$ cat src/rtl/conv_para_sequencer_pkg.sv
// Shared CNN parameters, FSM state encoding and op codes for the convolution sequencer.
// Build option: CONV_SEQ_WATCHDOG_EN enables the DRAIN watchdog (limit WD_LIMIT cycles).
package conv_para_sequencer_pkg;

    localparam int unsigned CNN_DATA_WIDTH        = 16;
    localparam int unsigned CNN_PARA_X            = 3;
    localparam int unsigned CNN_PARA_Y            = 3;
    localparam int unsigned CNN_KERNEL_SIZE_WIDTH = 4;

    localparam int unsigned WD_LIMIT     = 64;
    localparam int unsigned WD_CNT_WIDTH = $clog2(WD_LIMIT);

    localparam logic OP_CONV = 1'b0;
    localparam logic OP_FC   = 1'b1;

    typedef enum logic [2:0] {
        S_IDLE  = 3'd0,
        S_FETCH = 3'd1,
        S_FEED  = 3'd2,
        S_DRAIN = 3'd3,
        S_HOLD  = 3'd4,
        S_CLEAR = 3'd5
    } seq_state_e;

endpackage

$ cat src/rtl/conv_para_sequencer_step_counter.sv
// Fetch step counter: loads the job length N, counts 0..N-1 on advance and saturates at N-1.
module conv_step_counter #(
    parameter int unsigned STEP_WIDTH = 8
) (
    input  logic                  clk,
    input  logic                  rst,
    input  logic                  load,
    input  logic [STEP_WIDTH-1:0] n,
    input  logic                  advance,
    output logic [STEP_WIDTH-1:0] step,
    output logic                  last
);

    logic [STEP_WIDTH-1:0] step_q, step_d;
    logic [STEP_WIDTH-1:0] n_q, n_d;

    always_comb begin
        step_d = step_q;
        n_d    = n_q;
        if (load) begin
            step_d = '0;
            n_d    = n;
        end else if (advance && !last) begin
            step_d = step_q + STEP_WIDTH'(1);
        end
    end

    always_ff @(posedge clk) begin
        if (rst) begin
            step_q <= '0;
            n_q    <= '0;
        end else begin
            step_q <= step_d;
            n_q    <= n_d;
        end
    end

    assign step = step_q;
    // n_q is 0 only before the first load, where step (0) never matches all-ones
    assign last = (step_q == (n_q - STEP_WIDTH'(1)));

endmodule

$ cat src/rtl/conv_para_sequencer.sv
// Job sequencer for the PARA_X x PARA_Y conv/fc engine: fetches N operand steps, feeds them,
// waits for the result and holds it for downstream. Build option: CONV_SEQ_WATCHDOG_EN.
module conv_para_sequencer
    import conv_para_sequencer_pkg::*;
#(
    parameter int unsigned DATA_WIDTH        = CNN_DATA_WIDTH,
    parameter int unsigned PARA_X            = CNN_PARA_X,
    parameter int unsigned PARA_Y            = CNN_PARA_Y,
    parameter int unsigned KERNEL_SIZE_WIDTH = CNN_KERNEL_SIZE_WIDTH
) (
    input  logic                                  clk,
    input  logic                                  rst,
    input  logic                                  start,
    input  logic                                  op_type,
    input  logic [KERNEL_SIZE_WIDTH-1:0]          kernel_size,
    output logic                                  busy,
    output logic                                  err,
    output logic                                  src_rd_en,
    output logic [2*KERNEL_SIZE_WIDTH-1:0]        src_rd_step,
    input  logic [PARA_X*PARA_Y*DATA_WIDTH-1:0]   src_input,
    input  logic [DATA_WIDTH-1:0]                 src_weight,
    output logic                                  eng_rst,
    output logic                                  eng_op_type,
    output logic [KERNEL_SIZE_WIDTH-1:0]          eng_kernel_size,
    output logic [PARA_X*PARA_Y*DATA_WIDTH-1:0]   eng_input_data,
    output logic [DATA_WIDTH-1:0]                 eng_weight,
    input  logic                                  eng_result_ready,
    input  logic [PARA_X*PARA_Y*DATA_WIDTH-1:0]   eng_result_buffer,
    output logic                                  out_valid,
    output logic [PARA_X*PARA_Y*DATA_WIDTH-1:0]   out_data,
    input  logic                                  out_ready
);

    localparam int unsigned KW = KERNEL_SIZE_WIDTH;
    localparam int unsigned SW = 2 * KERNEL_SIZE_WIDTH;
    localparam int unsigned DW = DATA_WIDTH;
    localparam int unsigned PW = PARA_X * PARA_Y * DATA_WIDTH;

    seq_state_e    state_q, state_d;
    logic          busy_q, busy_d;
    logic          err_q, err_d;
    logic          src_rd_en_q, src_rd_en_d;
    logic          eng_rst_q, eng_rst_d;
    logic          eng_op_type_q, eng_op_type_d;
    logic [KW-1:0] eng_kernel_size_q, eng_kernel_size_d;
    logic [PW-1:0] data_q, data_d;
    logic [DW-1:0] weight_q, weight_d;
    logic          out_valid_q, out_valid_d;
    logic [PW-1:0] out_data_q, out_data_d;

    logic          cnt_load_c;
    logic [SW-1:0] n_c;
    logic [SW-1:0] step_c;
    logic          step_last_c;
    logic          legal_c;

`ifdef CONV_SEQ_WATCHDOG_EN
    logic [WD_CNT_WIDTH-1:0] wd_cnt_q, wd_cnt_d;
`endif

    // Job length and legality of the requested kernel size
    always_comb begin
        if (op_type == OP_FC) begin
            n_c     = SW'(kernel_size);
            legal_c = (kernel_size >= KW'(1));
        end else begin
            n_c     = SW'(kernel_size) * SW'(kernel_size);
            legal_c = (kernel_size >= KW'(2));
        end
    end

    conv_step_counter #(
        .STEP_WIDTH (SW)
    ) u_step_counter (
        .clk     (clk),
        .rst     (rst),
        .load    (cnt_load_c),
        .n       (n_c),
        .advance (src_rd_en_q),
        .step    (step_c),
        .last    (step_last_c)
    );

    // Next-state and registered-output logic
    always_comb begin
        state_d           = state_q;
        err_d             = 1'b0;
        src_rd_en_d       = 1'b0;
        eng_rst_d         = eng_rst_q;
        eng_op_type_d     = eng_op_type_q;
        eng_kernel_size_d = eng_kernel_size_q;
        data_d            = data_q;
        weight_d          = weight_q;
        out_valid_d       = out_valid_q;
        out_data_d        = out_data_q;
        cnt_load_c        = 1'b0;
`ifdef CONV_SEQ_WATCHDOG_EN
        wd_cnt_d          = '0;
`endif

        case (state_q)
            S_IDLE: begin
                if (start) begin
                    if (legal_c) begin
                        state_d           = S_FETCH;
                        cnt_load_c        = 1'b1;
                        src_rd_en_d       = 1'b1;
                        eng_rst_d         = 1'b1;
                        eng_op_type_d     = op_type;
                        eng_kernel_size_d = kernel_size;
                    end else begin
                        err_d = 1'b1;
                    end
                end
            end
            S_FETCH: begin
                state_d     = S_FEED;
                src_rd_en_d = src_rd_en_q && !step_last_c;
            end
            S_FEED: begin
                data_d      = src_input;
                weight_d    = src_weight;
                src_rd_en_d = src_rd_en_q && !step_last_c;
                // The final feed cycle is the only one with no fetch outstanding
                if (!src_rd_en_q) begin
                    state_d = S_DRAIN;
                end
            end
            S_DRAIN: begin
                if (eng_result_ready) begin
                    state_d     = S_HOLD;
                    out_valid_d = 1'b1;
                    out_data_d  = eng_result_buffer;
                end
`ifdef CONV_SEQ_WATCHDOG_EN
                else if (wd_cnt_q == WD_CNT_WIDTH'(WD_LIMIT - 1)) begin
                    state_d   = S_CLEAR;
                    err_d     = 1'b1;
                    eng_rst_d = 1'b0;
                end else begin
                    wd_cnt_d = wd_cnt_q + WD_CNT_WIDTH'(1);
                end
`endif
            end
            S_HOLD: begin
                if (out_ready) begin
                    state_d     = S_CLEAR;
                    out_valid_d = 1'b0;
                    eng_rst_d   = 1'b0;
                end
            end
            S_CLEAR: begin
                state_d   = S_IDLE;
                eng_rst_d = 1'b1;
            end
            default: begin
                state_d = S_IDLE;
            end
        endcase

        busy_d = (state_d != S_IDLE);
    end

    always_ff @(posedge clk) begin
        if (rst) begin
            state_q           <= S_IDLE;
            busy_q            <= 1'b0;
            err_q             <= 1'b0;
            src_rd_en_q       <= 1'b0;
            eng_rst_q         <= 1'b0;
            eng_op_type_q     <= 1'b0;
            eng_kernel_size_q <= '0;
            data_q            <= '0;
            weight_q          <= '0;
            out_valid_q       <= 1'b0;
            out_data_q        <= '0;
`ifdef CONV_SEQ_WATCHDOG_EN
            wd_cnt_q          <= '0;
`endif
        end else begin
            state_q           <= state_d;
            busy_q            <= busy_d;
            err_q             <= err_d;
            src_rd_en_q       <= src_rd_en_d;
            eng_rst_q         <= eng_rst_d;
            eng_op_type_q     <= eng_op_type_d;
            eng_kernel_size_q <= eng_kernel_size_d;
            data_q            <= data_d;
            weight_q          <= weight_d;
            out_valid_q       <= out_valid_d;
            out_data_q        <= out_data_d;
`ifdef CONV_SEQ_WATCHDOG_EN
            wd_cnt_q          <= wd_cnt_d;
`endif
        end
    end

    assign busy            = busy_q;
    assign err             = err_q;
    assign src_rd_en       = src_rd_en_q;
    assign src_rd_step     = step_c;
    assign eng_rst         = eng_rst_q;
    assign eng_op_type     = eng_op_type_q;
    assign eng_kernel_size = eng_kernel_size_q;
    assign out_valid       = out_valid_q;
    assign out_data        = out_data_q;

    // Source data arrives one cycle after the fetch, so feed cycles pass it straight through;
    // outside FEED the engine sees the last word fed (zero after reset).
    assign eng_input_data = (state_q == S_FEED) ? src_input  : data_q;
    assign eng_weight     = (state_q == S_FEED) ? src_weight : weight_q;

endmodule

$ cat config.mk
export PLATFORM = sky130hd
export DESIGN_NAME = conv_para_sequencer
export DESIGN_NICKNAME = d
export VERILOG_FILES = /design/src/rtl/conv_para_sequencer_pkg.sv /design/src/rtl/conv_para_sequencer_step_counter.sv /design/src/rtl/conv_para_sequencer.sv
export SDC_FILE = /design/constraint.sdc
export NUM_CORES = 1
export LEC_CHECK = 0
export CAP_MARGIN = 0
export CORE_AREA = 2 2 248 250
export CTS_CLUSTER_DIAMETER = 120
export CTS_CLUSTER_SIZE = 10
export DETAILED_ROUTE_END_ITERATION = 16
export DIE_AREA = 0 0 250 252
export SLEW_MARGIN = 25
export SYNTH_ARGS = -nofsm -noshare
export SYNTH_HDL_FRONTEND = slang
export SYNTH_HIERARCHICAL = 1
export SYNTH_SLANG_ARGS = --single-unit
$ cat constraint.sdc
create_clock -name clk -period 2.99 [get_ports clk]
set_input_delay 0.4485 -clock clk [delete_from_list [all_inputs] [get_ports clk]]
set_output_delay 0.4485 -clock clk [all_outputs]
set_load 0.02 [all_outputs]
==> results.md, run 1 <==
- Status: finished, final reports clean
- Maximum clock path buffer count: 3
- Worst EP arrival: between 2 and 2.5 ns
- Final nets: 2285
- Synth Warn #: 6
- FFs w/ async S/R, synth: 0%
- Setup CP Type: reg2out
- Max Transition Viols Final: 0
- Leak: between 8 and 9 nW
- Vias in the first global route: between 10000 and 15000
- First-pass GRT wire length: ~70000 um
- Worst EP required: 2.54 ns
- Largest net degree at the start of global routing: 90
- Io pins: approximately 640
- Dpl ws: ~0.27 ns
- Worst-path clk slew: 0.06 ns
- Die Y-Extent: 252 um
- DP Cell Count: around 2700
- Fill cell count: around 6100
- CP Cell Sequence: inv_2, nor3_4, buf_4, buf_12, bufbuf_16, mux2_2, dlygate4sd2_1
- Worst slew pin tran: roughly 0.6 ns
- Initial Util: a little over a fifth
- Drt via density: approximately 4.2
- Ranking of synthesized cells by area: dfxtp_1 52%, mux2_1 8.8%, nand2_1 8.7%
- Final WL: 46400 um
- Achievable Freq: roughly 350 MHz
- Placer Congestion: between 0.8 and 0.9
- Setup_tns: 0 ns
- Synth Cell Area: 12800 um2
- Worst setup margin: ~0.15 ns
- CTS tree: built
- Worst path max stage delay: approximately 0.38 ns
- Root cell of the clock tree: clkbuf_16
- Slew HR: 59.9%
- Die Wd: ~250 um
- Core Area: about 60000 um2
- Total gr overflow: 0
- Clock skew: 0.0142 ns
- WL/cell: 16.9 um
- Synth top area share: between 50% and 60%
- Minimum clock period: between 2 and 3 ns
- # clock sinks: 333
- Ys flop type: dfxtp_1
- Worst setup EP type: output pin
- Post-synth EDFFs: 0
- Post-route antenna net violation count: 0
- Total power draw: ~12 mW
- Total GRT Usage: about 14%
- Count leader, synth: dfxtp_1
- Synth unique cells: 46
- Layout Cells excl Fill: 2750
- Period utilization: between 90% and 100%
- PD cells: 562 nW/um2
- Initial antenna violation count: 1
- Number of max-cap violations: 0
- CP Max Fanout: 18
- Initial DRT Pass Iterations: 4
- Initial drt markers: between 400 and 500
- Final core occ: 35.0%
- Worst hold path class: in2reg
- CTS buffer count: 39
- Die area: 63000 um2
- Startpoint types: flop
- Htree depth: 2
- Final Hold Fails: 0
- Share of cells above drive strength 1: between 7 and 8%
- VDD IR max: ~400 uV
- Area Growth Syn to Fin: 63.9%
- Placed cell areas: ~20000 um2
- Avg Synthesized Cell Area: about 9.5 um2
- N_diodes: 0
- Syn nets: 1665
- Final setup fails: 0
- Worst hold margin: 0.348 ns
- Cts hold-fix bufs: 0
- DRC Markers: 0
- Rows: 90
- Yosys reg bits: about 330
- Crit path max-delay cell type: dfxtp_2
- Syn Inst Count: ~1300
- Vias: 11473
- Detailed Place HPWL: 34600 um
- Post-Layout Inst Area: roughly 21000 um2
- Register area share after synthesis: between 50% and 60%
- Worst skew pair latency: approximately 0.54 ns
- Synth cell count leaders: 333 x dfxtp_1, 299 x nand2_1, 163 x nor2b_1, 160 x a21oi_1, 100 x mux2_1
- IO buf count: 635
- Cell taking the most area after synthesis: dfxtp_1
## metal layers
| metal | vias to the layer above | wire (um) | track usage (%) | share of wire (%) |
|---|---|---|---|---|
| met5 | - | 11 | 0 | 0.024 |
| met4 | 2 | 1300 | 4.96 | 2.8 |
| met3 | 72 | 4100 | 4.69 | 8.8 |
| met2 | 448 | 22400 | 24.2 | 48 |
| met1 | 5290 | 18600 | 16.2 | 40 |
| li1 | 5661 | - | - | - |
## path summary, 6_finish.rpt
path / from / to / slack, ns / cells after the start
min reg2reg: out_data[39] / out_data[39] / 0.45 / 2
max: state_q[1] / eng_input_data[7] / 0.15 / 7
min: rst / eng_kernel_size[2] / 0.35 / 2
max reg2reg: u_step_counter/n_q[2] / u_step_counter/step[7] / 0.64 / 7
## critical path, delay by kind of cell, from the launching register on
kind / cells / cell delay (ns)
buffers and inverters: 5 / 0.99
muxes: 1 / 0.36
DFF: 1 / 0.38
and+or+nand+nor: 1 / 0.12
## power by group
group          leakage, nW  switching, mW  internal, mW
Sequential            2.70         0.0927          4.69
Combinational         5.21           1.39          1.38
Clock                0.522           1.80          2.45
## cells by family (layout without fill, tap and decap cells)
logic type / after synthesis / in the layout / synth area share, %
adders and majority gates: 6 / 6 / 0.644
and+or+nand+nor: 531 / 531 / 19.8
muxes: 173 / 173 / 15.1
AOI/OAI and AO/OA: 185 / 185 / 7.65
buffers and inverters: 106 / 729 / 4.11
DFF: 333 / 333 / 52.0
xor gates and xnor gates: 11 / 11 / 0.751
## layout make-up
| cell class | instances | area [um2] | share of cell area [%] |
|---|---|---|---|
| clock inverter | 4 | 60.1 | 0.286 |
| multi-input combinational | 906 | 5640 | 26.8 |
| clock buffer | 40 | 1000 | 4.76 |
| inverter | 13 | 48.8 | 0.232 |
| timing repair buffer | 672 | 6620 | 31.5 |
| tap | 782 | 978 | 4.65 |
| sequential | 333 | 6670 | 31.7 |
## placed cells by master (no fill, tap or decap), types with 3 or more instances in the layout
master and instances:
xnor2_1 8, mux2i_1 13, mux2_2 60, dlygate4sd2_1 156
o31ai_1 4, clkbuf_16 41, nor4_1 4, nand4_1 6
nand3_1 6, xor2_1 3, or3_1 5, clkdlybuf4s50_1 477
buf_12 7, inv_1 12, nand3b_1 3, nor3_1 4
ha_1 5, a21oi_1 160, nand2_1 299, buf_4 24
mux2_1 100, nor2_1 23, o21ai_0 11, dfxtp_1 331
and2_1 4, nor2b_1 163
## registers in the layout, summed over array words and instances (netlist names)
signal / count
eng_kernel_size: 4
eng_op_type: 1
u_step_counter/step: 8
u_step_counter/n_q: 8
err: 1
weight_q: 16
out_valid: 1
state_q: 3
eng_rst: 1
busy: 1
data_q: 144
out_data: 144
src_rd_en: 1
## timing repair
item	in CTS	in global routing
buffers inserted	2	2
gates resized for setup	161	2
pin swaps	0	1
hold endpoints to repair	0	0
endpoints found under the setup margin	157	21
gates cloned	2	1
Note: power is estimated with default switching activity, not from simulation.
==> run 2, diff against run 1 <==
SLEW_MARGIN = 30   (was 25)
==> results of run 2 <==
No change in the layout: final DEF, timing and power equal those of run 1.
